[config.mk]
export PLATFORM = sky130hd
export DESIGN_NAME = bist_sequencer_flat
export DESIGN_NICKNAME = d
export VERILOG_FILES = /design/src/rtl/bist_sequencer_pkg.sv /design/src/rtl/bist_sequencer_if.sv /design/src/rtl/bist_sequencer_misr.sv /design/src/rtl/bist_sequencer.sv /design/src/flat_wrapper.sv
export SDC_FILE = /design/constraint.sdc
export NUM_CORES = 1
export LEC_CHECK = 0
export ABC_AREA = 1
export CAP_MARGIN = 30
export CORE_UTILIZATION = 45
export CTS_CLUSTER_DIAMETER = 40
export DETAILED_ROUTE_END_ITERATION = 8
export PLACE_DENSITY = 0.72
export RECOVER_POWER = 100
export SETUP_SLACK_MARGIN = 0.1
export SLEW_MARGIN = 15
export SYNTH_ARGS = -nofsm -noshare
export SYNTH_HDL_FRONTEND = slang
export SYNTH_SLANG_ARGS = --single-unit
export TNS_END_PERCENT = 1
[constraint.sdc]
create_clock -name clk -period 1.5 [get_ports clk]
set_clock_uncertainty 0.15 [all_clocks]
set_input_delay 0.225 -clock clk [delete_from_list [all_inputs] [get_ports clk]]
set_output_delay 0.225 -clock clk [all_outputs]
set_load 0.02 [all_outputs]
[src/rtl/bist_sequencer_pkg.sv]
// Shared types, tap constants and next-state helpers for the BIST sequencer
// and its MISR sub-module.
package bist_pkg;

  typedef enum logic [2:0] {
    ST_IDLE,
    ST_INIT,
    ST_APPLY,
    ST_COMPARE,
    ST_DONE
  } bist_state_t;

  // Fibonacci LFSR taps for x^8+x^6+x^5+x^4+1 (bits 7,5,4,3 feed bit 0)
  localparam logic [7:0] LFSR_TAPS = 8'b1011_1000;
  // MISR feedback mask for x^4+x+1 (feedback enters bits 0 and 1)
  localparam logic [3:0] MISR_POLY = 4'b0011;

  function automatic logic [7:0] lfsr_next(input logic [7:0] s);
    return {s[6:0], ^(s & LFSR_TAPS)};
  endfunction

  function automatic logic [3:0] misr_next(input logic [3:0] s, input logic [3:0] r);
    return {s[2:0], 1'b0} ^ (s[3] ? MISR_POLY : 4'h0) ^ r;
  endfunction

endpackage

[src/rtl/bist_sequencer_if.sv]
// Functional/CUT/status bundle between the BIST sequencer and its system.
interface bist_if;
  logic       bist_start;
  logic       bist_abort;
  logic [3:0] func_a;
  logic [3:0] func_b;
  logic [3:0] cut_result;
  logic [3:0] cut_a;
  logic [3:0] cut_b;
  logic       bist_active;
  logic       bist_done;
  logic       fault_detected;
  logic [3:0] misr_signature;
  logic [7:0] pattern_cnt;

  // System side: requests sessions, supplies operands and the CUT result
  modport master (
    output bist_start, bist_abort, func_a, func_b, cut_result,
    input  cut_a, cut_b, bist_active, bist_done, fault_detected,
           misr_signature, pattern_cnt
  );

  // Sequencer side
  modport slave (
    input  bist_start, bist_abort, func_a, func_b, cut_result,
    output cut_a, cut_b, bist_active, bist_done, fault_detected,
           misr_signature, pattern_cnt
  );
endinterface

[src/rtl/bist_sequencer_misr.sv]
// 4-bit multiple-input signature register (x^4+x+1) with load and enable.
module bist_misr
  import bist_pkg::*;
(
  input  logic       i_clk,
  input  logic       i_rst,
  input  logic       i_load,
  input  logic       i_en,
  input  logic [3:0] i_seed,
  input  logic [3:0] i_data,
  output logic [3:0] o_sig
);

  logic [3:0] r_sig;

  // Signature register: load wins over compaction
  always_ff @(posedge i_clk) begin
    if (i_rst) begin
      r_sig <= 4'h0;
    end else if (i_load) begin
      r_sig <= i_seed;
    end else if (i_en) begin
      r_sig <= misr_next(r_sig, i_data);
    end
  end

  assign o_sig = r_sig;

endmodule

[src/rtl/bist_sequencer.sv]
// BIST session sequencer: LFSR operand generator, pattern counter, MISR
// compaction and golden-signature compare, with functional pass-through.
module bist_sequencer
  import bist_pkg::*;
#(
  parameter int unsigned PATTERN_COUNT = 255,
  parameter logic [7:0]  LFSR_SEED     = 8'h01,
  parameter logic [3:0]  MISR_SEED     = 4'h0,
  parameter logic [3:0]  GOLDEN_SIG    = 4'b0101
) (
  input  logic  clk,
  input  logic  rst,
  bist_if.slave if_bist
);

  localparam logic [7:0] LP_LAST_CNT = 8'(PATTERN_COUNT - 1);

  bist_state_t r_state, w_state_nxt;
  logic [7:0]  r_lfsr;
  logic [7:0]  r_cnt;
  logic        r_fault;
  logic [3:0]  w_sig;
  logic        w_init;
  logic        w_step;
  logic        w_fault_clr;
  logic        w_fault_upd;
  logic        w_active;

  // State register
  always_ff @(posedge clk) begin
    if (rst) r_state <= ST_IDLE;
    else     r_state <= w_state_nxt;
  end

  // Next-state and control strobes; abort beats every other transition
  // while a session is in flight, start is only heard in IDLE/DONE
  always_comb begin
    w_state_nxt = r_state;
    w_init      = 1'b0;
    w_step      = 1'b0;
    w_fault_clr = 1'b0;
    w_fault_upd = 1'b0;
    unique case (r_state)
      ST_IDLE: begin
        if (if_bist.bist_start) w_state_nxt = ST_INIT;
      end
      ST_INIT: begin
        w_fault_clr = 1'b1;
        if (if_bist.bist_abort) begin
          w_state_nxt = ST_IDLE;
        end else begin
          w_init      = 1'b1;
          w_state_nxt = ST_APPLY;
        end
      end
      ST_APPLY: begin
        if (if_bist.bist_abort) begin
          w_fault_clr = 1'b1;
          w_state_nxt = ST_IDLE;
        end else begin
          w_step = 1'b1;
          if (r_cnt == LP_LAST_CNT) w_state_nxt = ST_COMPARE;
        end
      end
      ST_COMPARE: begin
        if (if_bist.bist_abort) begin
          w_fault_clr = 1'b1;
          w_state_nxt = ST_IDLE;
        end else begin
          w_fault_upd = 1'b1;
          w_state_nxt = ST_DONE;
        end
      end
      ST_DONE: begin
        if (if_bist.bist_start) w_state_nxt = ST_INIT;
      end
      default: w_state_nxt = ST_IDLE;
    endcase
  end

  // Pattern generator, pattern counter and registered verdict
  always_ff @(posedge clk) begin
    if (rst) begin
      r_lfsr  <= LFSR_SEED;
      r_cnt   <= 8'h00;
      r_fault <= 1'b0;
    end else begin
      if (w_init) begin
        r_lfsr <= LFSR_SEED;
        r_cnt  <= 8'h00;
      end else if (w_step) begin
        r_lfsr <= lfsr_next(r_lfsr);
        r_cnt  <= r_cnt + 8'h01;
      end
      if (w_fault_clr)      r_fault <= 1'b0;
      else if (w_fault_upd) r_fault <= (w_sig != GOLDEN_SIG);
    end
  end

  // The CUT is combinational, so the result seen in an APPLY cycle belongs
  // to the operands driven in that same cycle
  bist_misr u_misr (
    .i_clk  (clk),
    .i_rst  (rst),
    .i_load (w_init),
    .i_en   (w_step),
    .i_seed (MISR_SEED),
    .i_data (if_bist.cut_result),
    .o_sig  (w_sig)
  );

  assign w_active = (r_state == ST_INIT) || (r_state == ST_APPLY) ||
                    (r_state == ST_COMPARE);

  assign if_bist.cut_a          = w_active ? r_lfsr[7:4] : if_bist.func_a;
  assign if_bist.cut_b          = w_active ? r_lfsr[3:0] : if_bist.func_b;
  assign if_bist.bist_active    = w_active;
  assign if_bist.bist_done      = (r_state == ST_DONE);
  assign if_bist.fault_detected = r_fault;
  assign if_bist.misr_signature = w_sig;
  assign if_bist.pattern_cnt    = r_cnt;

endmodule

[src/flat_wrapper.sv]
// flat-port wrapper written by rule: the top's interface ports become plain ports
module bist_sequencer_flat import bist_pkg::*;
#(
  parameter int unsigned PATTERN_COUNT = 255,
  parameter logic [7:0]  LFSR_SEED     = 8'h01,
  parameter logic [3:0]  MISR_SEED     = 4'h0,
  parameter logic [3:0]  GOLDEN_SIG    = 4'b0101
)
  (clk, rst, if_bist_bist_start, if_bist_bist_abort, if_bist_func_a, if_bist_func_b, if_bist_cut_result, if_bist_cut_a, if_bist_cut_b, if_bist_bist_active, if_bist_bist_done, if_bist_fault_detected, if_bist_misr_signature, if_bist_pattern_cnt);
  bist_if if_bist_i ();
  input  logic clk;
  input  logic rst;
  input wire logic [$bits(if_bist_i.bist_start)-1:0] if_bist_bist_start;
  input wire logic [$bits(if_bist_i.bist_abort)-1:0] if_bist_bist_abort;
  input wire logic [$bits(if_bist_i.func_a)-1:0] if_bist_func_a;
  input wire logic [$bits(if_bist_i.func_b)-1:0] if_bist_func_b;
  input wire logic [$bits(if_bist_i.cut_result)-1:0] if_bist_cut_result;
  output wire logic [$bits(if_bist_i.cut_a)-1:0] if_bist_cut_a;
  output wire logic [$bits(if_bist_i.cut_b)-1:0] if_bist_cut_b;
  output wire logic [$bits(if_bist_i.bist_active)-1:0] if_bist_bist_active;
  output wire logic [$bits(if_bist_i.bist_done)-1:0] if_bist_bist_done;
  output wire logic [$bits(if_bist_i.fault_detected)-1:0] if_bist_fault_detected;
  output wire logic [$bits(if_bist_i.misr_signature)-1:0] if_bist_misr_signature;
  output wire logic [$bits(if_bist_i.pattern_cnt)-1:0] if_bist_pattern_cnt;
  assign if_bist_i.bist_start = if_bist_bist_start;
  assign if_bist_i.bist_abort = if_bist_bist_abort;
  assign if_bist_i.func_a = if_bist_func_a;
  assign if_bist_i.func_b = if_bist_func_b;
  assign if_bist_i.cut_result = if_bist_cut_result;
  assign if_bist_cut_a = if_bist_i.cut_a;
  assign if_bist_cut_b = if_bist_i.cut_b;
  assign if_bist_bist_active = if_bist_i.bist_active;
  assign if_bist_bist_done = if_bist_i.bist_done;
  assign if_bist_fault_detected = if_bist_i.fault_detected;
  assign if_bist_misr_signature = if_bist_i.misr_signature;
  assign if_bist_pattern_cnt = if_bist_i.pattern_cnt;
  bist_sequencer #(.PATTERN_COUNT(PATTERN_COUNT), .LFSR_SEED(LFSR_SEED), .MISR_SEED(MISR_SEED), .GOLDEN_SIG(GOLDEN_SIG)) u_core (.clk(clk), .rst(rst), .if_bist(if_bist_i));
endmodule
==> metrics, run 1 <==
initial antenna violation count 0; setup violators final 10; synthesized flop and latch total 24; clock root buffer master clkbuf_4; vias in the first global route 1313; Initial Util 48.9%; PD cells 676 nW/µm²; TritonCTS clock tree yes; top cells by area, synth dfxtp_1 35%, nand2_1 17%, a21oi_2 5.1%, nor2_1 4.9%, nand2_2 4.1%; Pins Over Slew Limit 0; Worst setup SP type register; Lkg Pwr approximately 0.0009 µW; TritonRoute pass-1 iters 6; CP Capture Type output pin; CP Data Required Time 1.12 ns; CTS Buf Count 3; area post-placement 1990 µm²; Fmax 632 MHz; CP Cell Sequence nor2_4 -> nor2_4 -> inv_4 -> nand2_1 -> nand2_2 -> buf_6; drc violations 5; mux contribution to synthesized area 0%; gpl congestion 0.849; Post-Route Setup TNS -0.649 ns; gr ovfl total 0; Clk pwr share ~24%; Mapped Nets 206; Routed Antenna Nets 0; cell internal pwr approximately 1000 µW; Tcrit/Tclk final 105%; shortest period the worst path allows 1.58 ns; die area 3300 µm²; Synth Area in XOR/XNOR 5.07%; post-DR wirelength/cell 11.7 µm; Area Overhead vs Synth 51.8%; library cells used by synthesis 28; fin nets ~280; share of cells above drive strength 1 39.1%; Hold Path Class register to register; Crit-path slowest cell dfxtp_2; htree depth 1; worst slew pin tran roughly 0.28 ns; hpwl dp approximately 2600 µm; Switch Pwr roughly 420 µW; register area share after synthesis 34.8%; arrival time worst endpoint 1.21 ns; final hold vios 0; critical path class register to output pin; row cnt 19; worst-case clock buffer depth 2; Clock Sinks 24; hold buffer count at cts 0; area share of the largest cell type after synthesis 34.8%; Compound-Gate Fraction of Synth Area between 10% and 20%; failing checks design-rule violations, negative setup slack; GRT Overall Usage a little over a fifth; main combinational cell family by area after synthesis simple AND/OR/NAND/NOR gates; Setup WS post-layout -0.0813 ns; Worst-path clk slew 0.12 ns; core area about 2800 µm²; DR vias/cell 4.84; crit-path max cell delay 0.38 ns; CP max FO 8; Syn Inst Count 188; Port Buffers 38; Antenna Cells 0; Gate power share around 30%; Skew-Pair Late Insertion Delay between 0.3 and 0.4 ns; Avg Inst Size Synth about 7.4 µm²; Simple-Gate Fraction of Synth Area 39.1%; RSZ-0062 raised after global routing true; area leader, netlist dfxtp_1; Adder-Cell Fraction of Synth Area 1.81%; io pins 39; first-pass GRT wire length about 5400 µm; chip width between 50 and 60 µm; Worst VDD drop 0.605 mV; Max Cap Violations 0; status complete, but fails checks; most used cell, CP nor2_4; DRT iter0 DRCs 44; Post-Syn Area 1380 µm²; final core occ 74.2%; DRT Wirelength 3360 µm; via count 1389; largest net degree at the start of global routing 14; Post-Place Setup Slack -0.333 ns; die height 57.4 µm; warnings from Yosys 0; Seq pwr share a little under half; worst rel slew slack 81.4%; cell area after layout 2100 µm²; sw frac 29.7%
==> final timing paths <==
kind / start / to / slack [ns] / cells after the start
worst max-delay path: u_core.r_state[0] / if_bist_cut_a[0] / -0.08 / 6
worst min register to register: u_core.if_bist.fault_detected / u_core.if_bist.fault_detected / 0.35 / 2
worst min-delay path: u_core.if_bist.fault_detected / u_core.if_bist.fault_detected / 0.35 / 2
worst max register to register: u_core.r_state[2] / u_core.r_lfsr[6] / 0 / 7
==> what timing repair did <==
item | in CTS | in global routing
endpoints found under the hold margin | 0 | 0
resized for setup | 101 | 33
pin swaps | 3 | 14
setup endpoints to repair | 41 | 41
gates cloned | 1 | 0
buffers inserted | 0 | 0
==> per-layer routing <==
layer  track usage (%)  up-vias  share of wire [%]
met2              40.7       35                 50
met3              2.27        5                4.5
met5                 0        -                  0
met4              5.23        0                1.2
met1              23.8      629                 45
li1                  -      720                  -
==> critical path: cells and delay by family (launching register included) <==
| family | cells | cell delay (ns) |
|---|---|---|
| buf+inv | 2 | 0.19 |
| flops | 1 | 0.38 |
| simple gates | 4 | 0.32 |
==> logic make-up (layout without fill, tap and decap cells) <==
| family | count (synthesis) | count (layout) |
|---|---|---|
| and+or+nand+nor | 110 | 111 |
| buffers and inverters | 20 | 87 |
| AOI/OAI and AO/OA | 24 | 24 |
| DFF | 24 | 24 |
| xor gates and xnor gates | 8 | 8 |
| adders and majority gates | 2 | 2 |
==> per-stage QoR <==
stage	hold WS [ns]	std cells	total power, µW
after floorplan	0.147	188	868
after global placement	0.323	282	1040
after detailed placement	0.333	282	1050
after CTS	0.351	287	1420
after global routing	0.364	287	1480
final	0.351	287	1420
==> cells in the mapped netlist, drive strengths merged <==
cell type and instances:
o21ai 4, xnor2 2, o211ai 1, dfxtp 24, or2 2, ha 2, nand3 7, nand2 74
nand4 1, a21oi 19, xor2 6, inv 17, buf 3, nor3 1, nor2 25
==> cell usage in the layout (no fill, tap or decap), drive strengths merged, types with 6 or more instances in the layout <==
master         count
clkbuf             6
nand3              7
clkdlybuf4s50     15
buf               39
nand2             74
inv               17
xor2               6
dfxtp             24
a21oi             19
nor2              26
==> power by group through the flow <==
stage / registers, µW / logic, µW / clock network [µW]
2_1_floorplan: 679 / 189 / 0
3_3_place_gp: 671 / 367 / 0
3_5_place_dp: 672 / 375 / 0
4_1_cts: 662 / 404 / 352
5_1_grt: 665 / 441 / 375
6_report: 662 / 414 / 342
==> layout make-up <==
class	count	area, µm²
Tap cell	31	38.8
Multi-Input combinational cell	145	863
Clock buffer	4	36.3
Fill cell	238	731
Timing Repair Buffer	66	601
Inverter	17	71.3
Sequential cell	24	488
==> sequential cells by signal (all words and copies together) (netlist names) <==
name and count:
u_core.if_bist.pattern_cnt 8, u_core.r_lfsr 8, u_core.u_misr.o_sig 4, u_core.r_state 3, u_core.if_bist.fault_detected 1
(Power assumes the default switching activity.)
==> inputs of run 2 (changes only) <==
--- a/config.mk
+++ b/config.mk
@@ -10,6 +10,7 @@
 export CORE_UTILIZATION = 45
 export CTS_CLUSTER_DIAMETER = 40
 export DETAILED_ROUTE_END_ITERATION = 8
+export GPL_ROUTABILITY_DRIVEN = 0
 export PLACE_DENSITY = 0.72
 export RECOVER_POWER = 100
 export SETUP_SLACK_MARGIN = 0.1
==> results of run 2 <==
Same layout as run 1: the final DEF is identical, and so are final timing and power.
